==> src/rtl/gpio_in_pkg.sv <==
// Shared widths and the per-pin filter state record for the GPIO input qualifier.
package gpio_in_pkg;

    localparam int IO_WIDTH     = 36;
    localparam int FILTER_WIDTH = 8;

    typedef struct packed {
        logic                    f;
        logic [FILTER_WIDTH-1:0] cnt;
        logic                    valid;
    } filter_state_t;

endpackage

==> src/rtl/gpio_in_filter_bit.sv <==
// One pin of the input qualifier: two-flop resync, glitch filter with priming,
// polarity inversion and edge-event generation.
module gpio_in_filter_bit
    import gpio_in_pkg::*;
(
    input  logic                    clk,
    input  logic                    reset,
    input  logic                    pin_async,
    input  logic [FILTER_WIDTH-1:0] filter_len,
    input  logic                    invert,
    input  logic                    rise_ena,
    input  logic                    fall_ena,
    output logic                    filt_data,
    output logic                    valid,
    output logic                    evt_set
);

    logic [1:0]              sync_q;
    logic [1:0]              warm_q;
    logic                    diff_q;
    logic                    diff_d;
    filter_state_t           state_q;
    filter_state_t           state_d;

    logic                    s2;
    logic                    diff;
    logic                    qualify;
    logic                    new_val;
    logic [FILTER_WIDTH-1:0] eff_cnt;

    always_ff @(posedge clk or posedge reset) begin
        if (reset) begin
            sync_q  <= '0;
            warm_q  <= '0;
            diff_q  <= 1'b0;
            state_q <= '0;
        end else begin
            sync_q  <= {sync_q[0], pin_async};
            warm_q  <= {warm_q[0], 1'b1};
            diff_q  <= diff_d;
            state_q <= state_d;
        end
    end

    // The same counter serves the stability count while priming and the change
    // count afterwards, so it restarts whenever the compare result flips.
    // Filtering waits until s2 carries a real sample, otherwise the reset zeros
    // in the synchroniser could prime a pin that is actually high.
    always_comb begin
        state_d = state_q;
        diff_d  = diff_q;
        qualify = 1'b0;
        s2      = sync_q[1];
        diff    = s2 ^ state_q.f;
        eff_cnt = (diff == diff_q) ? state_q.cnt : '0;
        if (warm_q[1]) begin
            diff_d = diff;
            if (eff_cnt >= filter_len) begin
                state_d.cnt   = '0;
                state_d.valid = 1'b1;
                if (diff) begin
                    state_d.f = s2;
                    qualify   = 1'b1;
                end
            end else if (diff || !state_q.valid) begin
                state_d.cnt = eff_cnt + FILTER_WIDTH'(1);
            end else begin
                state_d.cnt = '0;
            end
        end
    end

    always_comb begin
        new_val = s2 ^ invert;
        evt_set = qualify & state_q.valid &
                  ((new_val & rise_ena) | (~new_val & fall_ena));
    end

    assign filt_data = state_q.f ^ invert;
    assign valid     = state_q.valid;

endmodule

==> src/rtl/gpio_in_qualifier.sv <==
// GPIO input qualifier: per-pin filtering plus sticky edge-event bits and an
// aggregate interrupt for the host.
module gpio_in_qualifier
    import gpio_in_pkg::*;
#(
    parameter int IOWidth     = IO_WIDTH,
    parameter int FilterWidth = FILTER_WIDTH
) (
    input  logic                   clk,
    input  logic                   reset,
    input  logic [IOWidth-1:0]     gpio_in_data,
    input  logic [FilterWidth-1:0] filter_len,
    input  logic [IOWidth-1:0]     invert,
    input  logic [IOWidth-1:0]     rise_ena,
    input  logic [IOWidth-1:0]     fall_ena,
    input  logic [IOWidth-1:0]     evt_clear,
    output logic [IOWidth-1:0]     filt_data,
    output logic [IOWidth-1:0]     evt_latch,
    output logic [IOWidth-1:0]     valid,
    output logic                   irq
);

    logic [IOWidth-1:0] evt_set;
    logic [IOWidth-1:0] evt_latch_q;
    logic [IOWidth-1:0] evt_latch_d;
    logic               irq_q;

    generate
        for (genvar gi = 0; gi < IOWidth; gi++) begin : g_pin
            gpio_in_filter_bit u_bit (
                .clk        (clk),
                .reset      (reset),
                .pin_async  (gpio_in_data[gi]),
                .filter_len (FILTER_WIDTH'(filter_len)),
                .invert     (invert[gi]),
                .rise_ena   (rise_ena[gi]),
                .fall_ena   (fall_ena[gi]),
                .filt_data  (filt_data[gi]),
                .valid      (valid[gi]),
                .evt_set    (evt_set[gi])
            );
        end
    endgenerate

    // A new event outranks a simultaneous clear so no edge is ever lost.
    always_comb begin
        evt_latch_d = evt_set | (evt_latch_q & ~evt_clear);
    end

    always_ff @(posedge clk or posedge reset) begin
        if (reset) begin
            evt_latch_q <= '0;
            irq_q       <= 1'b0;
        end else begin
            evt_latch_q <= evt_latch_d;
            irq_q       <= |evt_latch_q;
        end
    end

    assign evt_latch = evt_latch_q;
    assign irq       = irq_q;

endmodule
==> config.mk <==
export PLATFORM = sky130hd
export DESIGN_NAME = gpio_in_qualifier
export DESIGN_NICKNAME = d
export VERILOG_FILES = /design/src/rtl/gpio_in_pkg.sv /design/src/rtl/gpio_in_filter_bit.sv /design/src/rtl/gpio_in_qualifier.sv
export SDC_FILE = /design/constraint.sdc
export NUM_CORES = 2
export LEC_CHECK = 0
export CORE_MARGIN = 8
export CORE_UTILIZATION = 48
export CTS_CLUSTER_SIZE = 30
export DETAILED_ROUTE_END_ITERATION = 8
export MAX_ROUTING_LAYER = met4
export PLACE_DENSITY_LB_ADDON = 0.2
export SYNTH_ARGS = -nofsm -noshare
export SYNTH_HDL_FRONTEND = slang
export SYNTH_SLANG_ARGS = --single-unit
==> constraint.sdc <==
create_clock -name clk -period 16.35 [get_ports clk]
set_input_delay 1.635 -clock clk [delete_from_list [all_inputs] [get_ports clk]]
set_output_delay 1.635 -clock clk [all_outputs]
set_load 0.1 [all_outputs]
==> impl_metrics.tcl <==
set metrics [dict create \
    holdPathStages 0 \
    first_global_vias 26400 \
    status "finished, final reports clean" \
    antenna_found_initial 1 \
    fin_ws_ns 10.82 \
    ys_seq_elements 507 \
    die_w_um 280 \
    post-route-min-period_ns 5.53 \
    swShare 0.424 \
    area_growth_pct 16.8 \
    fmax_ghz 0.181 \
    rr_startpoint "g_pin[0].u_bit.warm_q[1]" \
    cts_setup_buffers 0 \
    ys_types 57 \
    hpwl_um 54400 \
    cts_tree "built" \
    cp_top_family "buffers and inverters" \
    ir_worst_vdd_v 0.000113 \
    power_switching_w 0.00229 \
    preCtsSetupSlack_ns 10.77 \
    skew_ns 0.0158 \
    cp.arrival_ns 3.90 \
    grt_pass1_wl_um 134000 \
    grt_overflow 0 \
    synth_common_cells "507 x dfrtp_1, 324 x ha_1, 323 x nand2_1, 243 x and2_1, 240 x o21ai_0" \
    cpMaxStageDelayCell "clkdlybuf4s50_1" \
    worst_slew_pin_slew_ns 1.11 \
    nFillCells 6241 \
    setup_viol 0 \
    top_layer "met4" \
    antenna_cells 0 \
    slew_headroom 0.257 \
    syn_avg_cell_area_um2 9.24 \
    wire_per_inst_um 16.6 \
    cpPeakStageDelay_ns 1.26 \
    htreeDepth 2 \
    power_frac_seq 0.328 \
    crit_path_frequent_cell "clkdlybuf4s50_1" \
    synth-async-reset-ratio 1.00 \
    clk_path_buf_depth 3 \
    multi_input_area_mm2 0.0191 \
    ff2ff_setup_slack_ns 12.82 \
    io_buffers 298 \
    design_area_mm2 0.0391 \
    seq_area_mm2 0.0127 \
    start_util 0.481 \
    syn_inst 3621 \
    internal_power_w 0.00310 \
    root_buffer "clkbuf_16" \
    cap_violations 0 \
    clk_pin_slew_ns 0.06 \
    yosys_most_used_dff "dfrtp_1" \
    syn-num-nets 4135 \
    r2r_cells 6 \
    cts_sinks 507 \
    ios 299 \
    p_per_area_mw_per_mm2 138 \
    synth_edf_count 0 \
    placed_cell_area_mm2 0.0370 \
    worst-path-buf-inv 2 \
    m1WireLength_um 38200 \
    p_leak_nw 18.7 \
    core_area_mm2 0.0695 \
    pwr-share-clk 0.262 \
    place.gp.congestion 0.839 \
    hold_slack_ns 0.339 \
    rows 97 \
    crit_fanout 3 \
    comb_power_share 0.410 \
    min_path_type "flop to flop" \
    firstDrtPassIters 5 \
    routed-wl-met3_um 3530 \
    place_inst 4731 \
    drv_slew 0 \
    met2_length_um 36400 \
    die-area_mm2 0.0784 \
    drive_gt1_frac 0.0510 \
    synth_area_mm2 0.0335 \
    period_share 0.339 \
    critPathRequiredTime_ns 14.71 \
    grt_max_degree 144 \
    grt_util_all_layers 0.210 \
    nNetsFinal 4368 \
    rsz0062_at_grt "false" \
    antenna_left 0 \
    hold_viol 0 \
    r2r_end "g_pin[23].u_bit.state_q[8]" \
    drt-initial-drc-count 1502 \
    cp-start-kind "primary input" \
    die_y_um 280 \
    vias_per_cell 5.57 \
    min_to "g_pin[16].u_bit.sync_q[1]" \
    synth_warnings 0 \
    cp-end-kind "output pin" \
    cts_inserted_buffers 61 \
    synth.largest_area_cell "dfrtp_1" \
    path_cells "clkdlybuf4s50_1 -> xor2_1 -> clkdlybuf4s50_1" \
    synth_area_leaders "dfrtp_1 38%, ha_1 12%, and2_1 4.5%, nand2_1 3.6%, o21ai_0 3.6%" \
    fin_cells 4845 \
    cts-resized-gates 0 \
    tns_ns 0 \
    cts_hold_buf 0 \
    finalWirelength_um 80600 \
    yosysMostFrequentCell "dfrtp_1" \
    synth_top_area_share 0.379 \
    critPathKind "primary input to output pin" \
    vias 27000 \
    yosysSeqAreaShare 0.379 \
    hp-start "g_pin[16].u_bit.sync_q[0]" \
    clk_latency_ns 0.62 \
    post-route-drc-count 0 \
]
==> placed cells by master (no fill, tap or decap), types with 78 or more instances in the layout <==
cell type | Yosys | layout
nand2_1 | 323 | 323
o2bb2ai_1 | 107 | 107
a21oi_1 | 132 | 132
ha_1 | 324 | 324
dfrtp_1 | 507 | 506
nand3_1 | 188 | 188
inv_1 | 224 | 215
nor2_1 | 140 | 140
o21ai_0 | 240 | 240
mux2i_1 | 78 | 78
and3_1 | 117 | 117
and2_1 | 243 | 243
clkdlybuf4s50_1 | 0 | 297
==> per-layer routing <==
layer	up-vias	track usage
met5	-	-
met4	0	0.0598
met3	145	0.0326
met2	500	0.336
met1	12900	0.275
li1	13500	-
==> kinds of logic (layout without fill, tap and decap cells) <==
family / count (synthesis) / count (layout) / synth area share
and+or+nand+nor: 1367 / 1367 / 0.218
AOI/OAI and AO/OA: 808 / 808 / 0.161
DFF: 507 / 507 / 0.379
buffers and inverters: 375 / 659 / 0.0502
adders and majority gates: 324 / 324 / 0.121
muxes: 129 / 129 / 0.0405
xor gates and xnor gates: 110 / 110 / 0.0305
other: 1 / 1 / 0.000112
==> worst reg2reg max path, delay by kind of cell (launching register included) <==
| kind | cells | cell delay [ns] |
|---|---|---|
| compound gates | 1 | 0.19 |
| buf+inv | 3 | 2.16 |
| flops | 1 | 0.65 |
| mux | 1 | 0.28 |
| simple gates | 1 | 0.13 |
==> sequential cells by signal, indices dropped and copies added, names as in the netlist <==
register	count
g_pin.u_bit.sync_q	72
g_pin.u_bit.valid	36
irq	1
g_pin.u_bit.warm_q	2
g_pin.u_bit.state_q	324
g_pin.u_bit.diff_q	36
evt_latch	36
==> power by group through the flow <==
stage | Combinational [W] | Clock (W) | Sequential, W
2_1_floorplan | 0.00181 | 0 | 0.00171
3_3_place_gp | 0.00219 | 0 | 0.00178
3_5_place_dp | 0.00222 | 0 | 0.00179
4_1_cts | 0.00222 | 0.00145 | 0.00177
5_1_grt | 0.00245 | 0.00150 | 0.00181
6_report | 0.00221 | 0.00141 | 0.00177
==> worst max-delay path by stage <==
stage	start	to	slack, ns	cells past startpoint
floorplan	reset	evt_latch[0]	0.56	1
global placement	invert[34]	filt_data[34]	10.76	3
CTS	invert[34]	filt_data[34]	10.77	3
global route	invert[34]	filt_data[34]	10.75	3
finish	invert[34]	filt_data[34]	10.82	3
detailed placement	invert[34]	filt_data[34]	10.77	3
==> layout make-up <==
type | count | share of cell area
multi-input cells | 2739 | 0.489
inverters | 225 | 0.0220
clock buffers | 82 | 0.0450
repair buffers | 320 | 0.0807
flip-flops and latches | 507 | 0.325
clock inverters | 32 | 0.00906
well taps | 940 | 0.0301
==> through the flow <==
step,utilization,power [W]
after floorplan,-,0.00353
after global placement,0.532,0.00397
after detailed placement,0.532,0.00400
after CTS,0.562,0.00545
after global routing,0.562,0.00577
final,0.562,0.00539
Note: power is estimated with default switching activity, not from simulation.
